File: src/rtl/pattern_buffer_loader.sv
// pattern_buffer_loader: serial master framing one pattern-buffer load (ssel/saddr/sclk/sin).
// Optional `PAT_READBACK_EN captures sout into rd_data/rd_valid.
module pattern_buffer_loader #(
  parameter int BUFFER_SIZE  = 32,
  parameter int BUFFER_WIDTH = 8,
  parameter int CLK_DIV      = 2
) (
  input  logic                    clk,
  input  logic                    rst_n,
  input  logic                    start,
  input  logic [2:0]              addr,
  output logic                    busy,
  output logic                    done,
  input  logic [BUFFER_WIDTH-1:0] wr_data,
  input  logic                    wr_valid,
  output logic                    wr_ready,
  output logic                    sclk,
  output logic                    sin,
  output logic                    ssel,
  output logic [2:0]              saddr,
  input  logic                    sout,
  output logic [BUFFER_WIDTH-1:0] rd_data,
  output logic                    rd_valid
);

  localparam int BW = (BUFFER_WIDTH > 1) ? $clog2(BUFFER_WIDTH) : 1;
  localparam int WW = (BUFFER_SIZE > 1) ? $clog2(BUFFER_SIZE) : 1;
  localparam int CW = (CLK_DIV > 1) ? $clog2(CLK_DIV) : 1;

  localparam logic [BW-1:0] BIT_LAST  = BW'(BUFFER_WIDTH - 1);
  localparam logic [WW-1:0] WORD_LAST = WW'(BUFFER_SIZE - 1);
  localparam logic [CW-1:0] CNT_LAST  = CW'(CLK_DIV - 1);

  typedef enum logic [2:0] {
    IDLE,
    SETUP,
    WAIT_WORD,
    SHIFT_LO,
    SHIFT_HI,
    HOLD
  } state_t;

  state_t                  state_q, state_d;
  logic [CW-1:0]           cnt_q, cnt_d;
  logic [BW-1:0]           bit_q, bit_d;
  logic [WW-1:0]           word_q, word_d;
  logic [BUFFER_WIDTH-1:0] shreg_q, shreg_d;
  logic                    sin_q, sin_d;
  logic [2:0]              saddr_q, saddr_d;
  logic                    done_q, done_d;
  logic                    sclk_q, sclk_d;
  logic                    ssel_q, ssel_d;
  logic                    busy_q, busy_d;
  logic                    cnt_last;

  assign cnt_last = (cnt_q == CNT_LAST);

  always_comb begin
    state_d = state_q;
    cnt_d   = cnt_q;
    bit_d   = bit_q;
    word_d  = word_q;
    shreg_d = shreg_q;
    sin_d   = sin_q;
    saddr_d = saddr_q;
    done_d  = 1'b0;
    unique case (state_q)
      IDLE: begin
        if (start) begin
          state_d = SETUP;
          saddr_d = addr;
          cnt_d   = '0;
          bit_d   = '0;
          word_d  = '0;
        end
      end
      SETUP: begin
        if (cnt_last) begin
          state_d = WAIT_WORD;
          cnt_d   = '0;
        end else begin
          cnt_d = cnt_q + 1'b1;
        end
      end
      WAIT_WORD: begin
        if (wr_valid) begin
          shreg_d = wr_data;
          sin_d   = wr_data[BUFFER_WIDTH-1];
          bit_d   = '0;
          cnt_d   = '0;
          state_d = SHIFT_LO;
        end
      end
      SHIFT_LO: begin
        if (cnt_last) begin
          state_d = SHIFT_HI;
          cnt_d   = '0;
        end else begin
          cnt_d = cnt_q + 1'b1;
        end
      end
      SHIFT_HI: begin
        if (cnt_last) begin
          cnt_d = '0;
          // next bit is presented on the same edge sclk falls
          if (bit_q != BIT_LAST) begin
            bit_d   = bit_q + 1'b1;
            shreg_d = shreg_q << 1;
            sin_d   = shreg_d[BUFFER_WIDTH-1];
            state_d = SHIFT_LO;
          end else if (word_q != WORD_LAST) begin
            word_d  = word_q + 1'b1;
            state_d = WAIT_WORD;
          end else begin
            state_d = HOLD;
          end
        end else begin
          cnt_d = cnt_q + 1'b1;
        end
      end
      HOLD: begin
        if (cnt_last) begin
          state_d = IDLE;
          cnt_d   = '0;
          done_d  = 1'b1;
        end else begin
          cnt_d = cnt_q + 1'b1;
        end
      end
      default: state_d = IDLE;
    endcase
    sclk_d = (state_d == SHIFT_HI);
    ssel_d = (state_d != IDLE);
    busy_d = (state_d != IDLE);
  end

  always_ff @(posedge clk) begin
    if (!rst_n) begin
      state_q <= IDLE;
      cnt_q   <= '0;
      bit_q   <= '0;
      word_q  <= '0;
      shreg_q <= '0;
      sin_q   <= 1'b0;
      saddr_q <= '0;
      done_q  <= 1'b0;
      sclk_q  <= 1'b0;
      ssel_q  <= 1'b0;
      busy_q  <= 1'b0;
    end else begin
      state_q <= state_d;
      cnt_q   <= cnt_d;
      bit_q   <= bit_d;
      word_q  <= word_d;
      shreg_q <= shreg_d;
      sin_q   <= sin_d;
      saddr_q <= saddr_d;
      done_q  <= done_d;
      sclk_q  <= sclk_d;
      ssel_q  <= ssel_d;
      busy_q  <= busy_d;
    end
  end

  assign wr_ready = (state_q == WAIT_WORD);
  assign sclk     = sclk_q;
  assign sin      = sin_q;
  assign ssel     = ssel_q;
  assign saddr    = saddr_q;
  assign busy     = busy_q;
  assign done     = done_q;

`ifdef PAT_READBACK_EN
  logic [BUFFER_WIDTH-1:0] cap_q, cap_d;
  logic [BUFFER_WIDTH-1:0] rd_data_q, rd_data_d;
  logic                    rd_valid_q, rd_valid_d;

  // sout sampled in the final cycle of each high phase
  always_comb begin
    cap_d      = cap_q;
    rd_data_d  = rd_data_q;
    rd_valid_d = 1'b0;
    if (state_q == SHIFT_HI && cnt_last) begin
      cap_d = {cap_q[BUFFER_WIDTH-2:0], sout};
      if (bit_q == BIT_LAST) begin
        rd_data_d  = cap_d;
        rd_valid_d = 1'b1;
      end
    end
  end

  always_ff @(posedge clk) begin
    if (!rst_n) begin
      cap_q      <= '0;
      rd_data_q  <= '0;
      rd_valid_q <= 1'b0;
    end else begin
      cap_q      <= cap_d;
      rd_data_q  <= rd_data_d;
      rd_valid_q <= rd_valid_d;
    end
  end

  assign rd_data  = rd_data_q;
  assign rd_valid = rd_valid_q;
`else
  logic sout_unused;
  assign sout_unused = sout;
  assign rd_data     = '0;
  assign rd_valid    = 1'b0;
`endif

endmodule
File: config.mk
export PLATFORM = sky130hd
export DESIGN_NAME = pattern_buffer_loader
export DESIGN_NICKNAME = d
export VERILOG_FILES = /design/src/rtl/pattern_buffer_loader.sv
export SDC_FILE = /design/constraint.sdc
export NUM_CORES = 1
export LEC_CHECK = 0
export BUFFER_PORTS_ARGS = -buffer_cell sky130_fd_sc_hd__buf_2
export CAP_MARGIN = 15
export CORE_MARGIN = 2
export CORE_UTILIZATION = 30
export CTS_CLUSTER_DIAMETER = 40
export DETAILED_ROUTE_END_ITERATION = 6
export PLACE_DENSITY = 0.6
export SYNTH_ARGS = -nofsm -noshare
export SYNTH_HDL_FRONTEND = slang
export SYNTH_SLANG_ARGS = --single-unit
export TNS_END_PERCENT = 5
File: constraint.sdc
create_clock -name clk -period 2.1 [get_ports clk]
set_clock_uncertainty 0.2 [all_clocks]
set_input_delay 0.42 -clock clk [delete_from_list [all_inputs] [get_ports clk]]
set_output_delay 0.42 -clock clk [all_outputs]
set_load 0.05 [all_outputs]
**After elaboration in Yosys (flattened, before gate mapping)**

Index checks and enable logic that the tools add are counted.

- Add/sub/neg operators: 3
- Multiply operators: 0
- Divide/modulo/power cells: 0
- $lt $le $gt $ge: 0
- Eq/ne operators: 14
- Shift-type cells: 0
- Muxes and demuxes: 32
- Bitwise gates (word level): 0
- Reduce and logical (&&, ||, !) cells: 13

Operator list:

| operator | number |
|---|---|
| $mux 3 | 12 |
| $mux 7 | 3 |
| $mux 5 | 4 |
| $pmux 3 s6 | 1 |
| $pmux 7 s2 | 1 |
| $ne 2x2->1 const B | 6 |
| $pmux 5 s2 | 1 |
| $reduce_and 5->1 | 2 |
| $eq 3x3->1 const B | 3 |
| $pmux 3 s3 | 1 |
| $reduce_bool 3->1 | 3 |
| $mux 1 | 7 |
| $eq 3x2->1 const B | 2 |
| $add 5x1->5 const B | 1 |
| $ne 5x5->1 const B | 1 |
| $reduce_and 2->1 | 2 |
| $reduce_and 4->1 | 1 |
| $reduce_bool 2->1 | 2 |
| $reduce_or 4->1 | 1 |
| $add 3x1->3 const B | 1 |
| $eq 3x1->1 const B | 1 |
| $logic_not 3->1 | 1 |
| $ne 3x3->1 const B | 1 |
| $pmux 1 s3 | 1 |
| 3 further kinds | 3 |

- Bits in registers: 26
- Bits in latches: 0
- RAM bits: 0
- Memory bits (read-only): 0
- Input port bits: 16
- Output and inout bits: 18
- Logic and storage cells: 72
- Memories: 0

**Depth between registers and ports, before layout**

- Word-level depth: 6
- Mapped depth: 7
- Mapped depth without buffers: 7

**Least setup slack after synthesis**

Ideal clock, no wire load.

- Path type: register to register
- Start point: register word_q[0]
- End point: register word_q[1]
- Setup time: 118 ps
- Data arrival time: 1748 ps
- Required time: 1782 ps
- Slack: 34 ps
- Cell stages (with the launch flop): 8
- Path buffers: 0
- Clock period less this slack: 2066 ps
- Path through: dfxtp_1 ha_1 and3_1 ha_1 nand4b_2 a211oi_4 mux2i_1 nor2_1

- Cells in the longest elaborated chain, start to end: 5
- Elaborated cells between the ends (all ways): 8
- Those cells by class: add/sub: 1; eq/ne: 2; mux: 4; reduce/logical: 1

Ends and longest elaborated chain:

| element | line | RTL |
|---|---|---|
| from (decl) | 46 | `logic [WW-1:0] word_q, word_d;` |
| from (signal assigned) | 154 | `word_q <= word_d;` |
| $add 5x1->5 | 112 | `word_d = word_q + 1'b1;` |
| $mux 5 | 111 | `end else if (word_q != WORD_LAST) begin` |
| $mux 5 | 106 | `if (bit_q != BIT_LAST) begin` |
| $mux 5 | 103 | `if (cnt_last) begin` |
| $pmux 5 s2 | 67 | `unique case (state_q)` |

Several ways; a longest one is shown, not always the timed one. The select of a mux whose other input is x is not followed.
A chain may end at the register's enable or synchronous reset.

**Final worst setup path**

- Start point: register word_q[0]
- End point: register word_q[4]

The elaborated chain is that of the path after synthesis.

==> results.py <==
metrics = {
    "placed_design": {
        "port-buffer-count": 23,
        "gp_congestion": 0.7261,
        "hpwl_um": 1839,
    },
    "routing": {
        "via_per_inst": 4.662,
        "wl_per_cell_um": 11.04,
        "antenna_left": 0,
        "drc": 0,
        "via_count": 1077,
        "drt_iter0_drc": 57,
        "routed_wl_um": 2550,
        "dr.pass1.iters": 4,
    },
    "critical_path": {
        "timing.critical_path.from": "word_q[0]",
        "worst_path_dominant_cell_family": "simple AND/OR/NAND/NOR gates",
        "path_cells": "ha_4, and3_4, ha_2, nand4b_4, a211oi_4, mux2i_1, nor2_1",
        "required_ns": 2.06,
        "critical_path_class": "reg -> reg",
        "max_stage_delay_ns": 0.39,
        "endpoint_kind": "flop",
        "crit_buf_inv": 0,
        "cp_slowest_cell": "a211oi_4",
        "rrSetupSlack_ns": 0.1,
        "cp_max_fo": 5,
        "cp.arrival_ns": 1.97,
        "r2r-start": "word_q[0]",
        "critPathLaunchType": "flop",
    },
    "synthesis": {
        "syn_avg_cell_area_um2": 9.413,
        "ys_warn_count": 0,
        "syn_area_um2": 1440,
        "synth_compound_area_share_pct": 14.16,
        "synth_top_area_cell": "dfxtp_1",
        "seq_area_frac_synth_pct": 36.14,
        "synth_top_cells_by_count": "dfxtp_1 (26), mux2i_1 (16), nand2_1 (15)",
        "synth-xor-area-share_pct": 1.216,
        "async_reset_ff_share_pct": 0,
        "synth-edff-count": 0,
        "ys_seq_elements": 26,
        "synthMuxAreaShare_pct": 11.12,
        "synth.area.top_cells": "dfxtp_1 (36%), mux2i_1 (11%), buf_4 (6.8%)",
        "synth_top_family_by_area": "simple AND/OR/NAND/NOR gates",
        "synthFlopType": "dfxtp_1",
        "syn_inst": 153,
        "synth-simple-area-share_pct": 22.50,
        "synth.most_common_cell": "dfxtp_1",
        "synthAdderAreaFrac_pct": 5.213,
        "synth_top_cell_area_share_pct": 36.14,
        "yosysUniqueCellTypes": 36,
    },
    "global_routing": {
        "antenna_found_initial": 0,
        "grtUsageTotal_pct": 10.61,
        "first_global_vias": 981,
        "grt_max_degree": 22,
        "grt_pass1_wl_um": 4429,
        "overflow": 0,
    },
    "floorplanning": {
        "die_w_um": 73.29,
        "die_y_um": 73.29,
        "row_count": 25,
        "start_util_pct": 30.90,
        "core_area_um2": 4661,
        "io_pins": 34,
        "die-area_um2": 5371,
    },
    "sta": {
        "rsz0062_at_grt": "true",
        "min_period_ns": 2.002,
        "setup_viol": 0,
        "finalHoldViolCount": 0,
        "final-max-slew-violation-count": 0,
        "worst_pin_slew_ns": 0.9601,
        "max_freq_mhz": 499.4,
        "fin_crit_sh_pct": 95.35,
        "max_slew_margin_pct": 35.71,
    },
    "cells_and_area": {
        "final_util_pct": 35.89,
        "multi_input_area_um2": 845.8,
        "drive_gt1_share_pct": 27.68,
        "seqCellArea_um2": 523.0,
        "fill_cells": 475,
        "layout.nets": 200,
        "area_delta_synth_final_pct": 16.16,
        "diodes": 0,
    },
    "job": {
        "max_cap_viol_count": 0,
    },
    "clocking": {
        "clk-insertion-delay-late_ns": 0.27,
        "post_cts_buffers": 0,
        "clk_pin_slew_ns": 0.09,
        "h-tree-depth": 1,
        "cts_tree": "yes",
        "clock_sinks": 26,
        "cts_buffers": 3,
        "clk_path_buf_depth": 2,
        "ctsRootBufferMaster": "clkbuf_8",
    },
    "power_and_ir_drop": {
        "power.leakage_nw": 0.7905,
        "power_density_nw_per_um2": 643.1,
        "ir_drop_mv": 0.2690,
        "power_mw": 1.076,
    },
    "min_path": {
        "worstHoldPathType": "in -> reg",
        "hold_path_startpoint": "addr[0]",
    },
    "status": {
        "status": "completed",
    },
}
[through the flow]
step	worst slack, ns	hold WS, ns	cells	TNS (ns)	area [um^2]
final	0.09773	0.2064	231	0	1673
after global routing	-0.007600	0.2067	231	-0.007600	1673
after CTS	0.01833	0.2015	231	0	1648
after detailed placement	-0.06856	0.2640	227	-0.1539	1582
after global placement	-0.05499	0.2542	227	-0.1101	1582
after floorplan	0.03450	0.2418	161	0	1470
[state kept, by name, indices dropped and copies added (netlist names)]
name / flops
sin: 1
saddr: 3
busy: 1
state_q: 3
sclk: 1
done: 1
shreg_q: 7
bit_q: 3
cnt_last: 1
word_q: 5
[cells by family (layout without fill, tap and decap cells)]
| group | count (synthesis) | in the layout |
|---|---|---|
| adder cells (fa/ha/maj) | 6 | 6 |
| AND/OR/NAND/NOR | 58 | 58 |
| XOR/XNOR | 2 | 2 |
| buffers and inverters | 20 | 36 |
| flip-flops | 26 | 26 |
| AO/OA/AOI/OAI | 24 | 24 |
| other | 1 | 9 |
| multiplexers | 16 | 16 |
[power by group]
part / switching, mW / internal, mW / total, mW / leakage, nW
Clock: 0.158 / 0.168 / 0.325 / 0.0288
Sequential: 0.0143 / 0.512 / 0.526 / 0.212
Combinational: 0.149 / 0.0752 / 0.224 / 0.550
[path summary, 6_finish.rpt]
path                             endpoint  cells after the start
worst max-delay path            word_q[4]                      7
worst min register to register   bit_q[1]                      2
worst max register to register  word_q[4]                      7
worst min-delay path             saddr[0]                      3
[worst min-delay path, cell delays in order]
cell and delay, ns:
buf_2 0.07, mux2i_1 0.06, nor2b_1 0.09
[layout by cell type (no fill, tap or decap), types with 4 or more instances in the layout]
cell	n
nor2_1	10
ha_1	4
nand2b_1	9
o211a_1	7
dfxtp_1	24
mux2i_1	16
nand2_1	15
clkbuf_8	4
nand3_1	5
nor2b_1	5
buf_4	9
a21oi_1	4
buf_2	22
conb_1	9
[repair_timing]
action	4_1_cts	5_1_grt
setup endpoints to repair	6	7
gates resized for setup	2	7
pin swaps	1	1
hold buffers	0	0
[cell type report]
cell class	instances	share of cell area, %
multi-input cells	115	50.56
flip-flops and latches	26	31.26
repair buffers	31	10.62
well taps	54	4.039
clock buffers	4	3.291
inverters	1	0.2244
[layer usage]
metal  global-route usage [%]  vias to the layer above  routed length, um
met4                    3.704                        0                 29
li1                         -                      554                  -
met1                    14.03                      493               1286
met3                    3.429                        2                108
met2                    16.22                       28               1126
met5                        0                        -                  0
No activity file was read; power rests on OpenSTA's default activity.
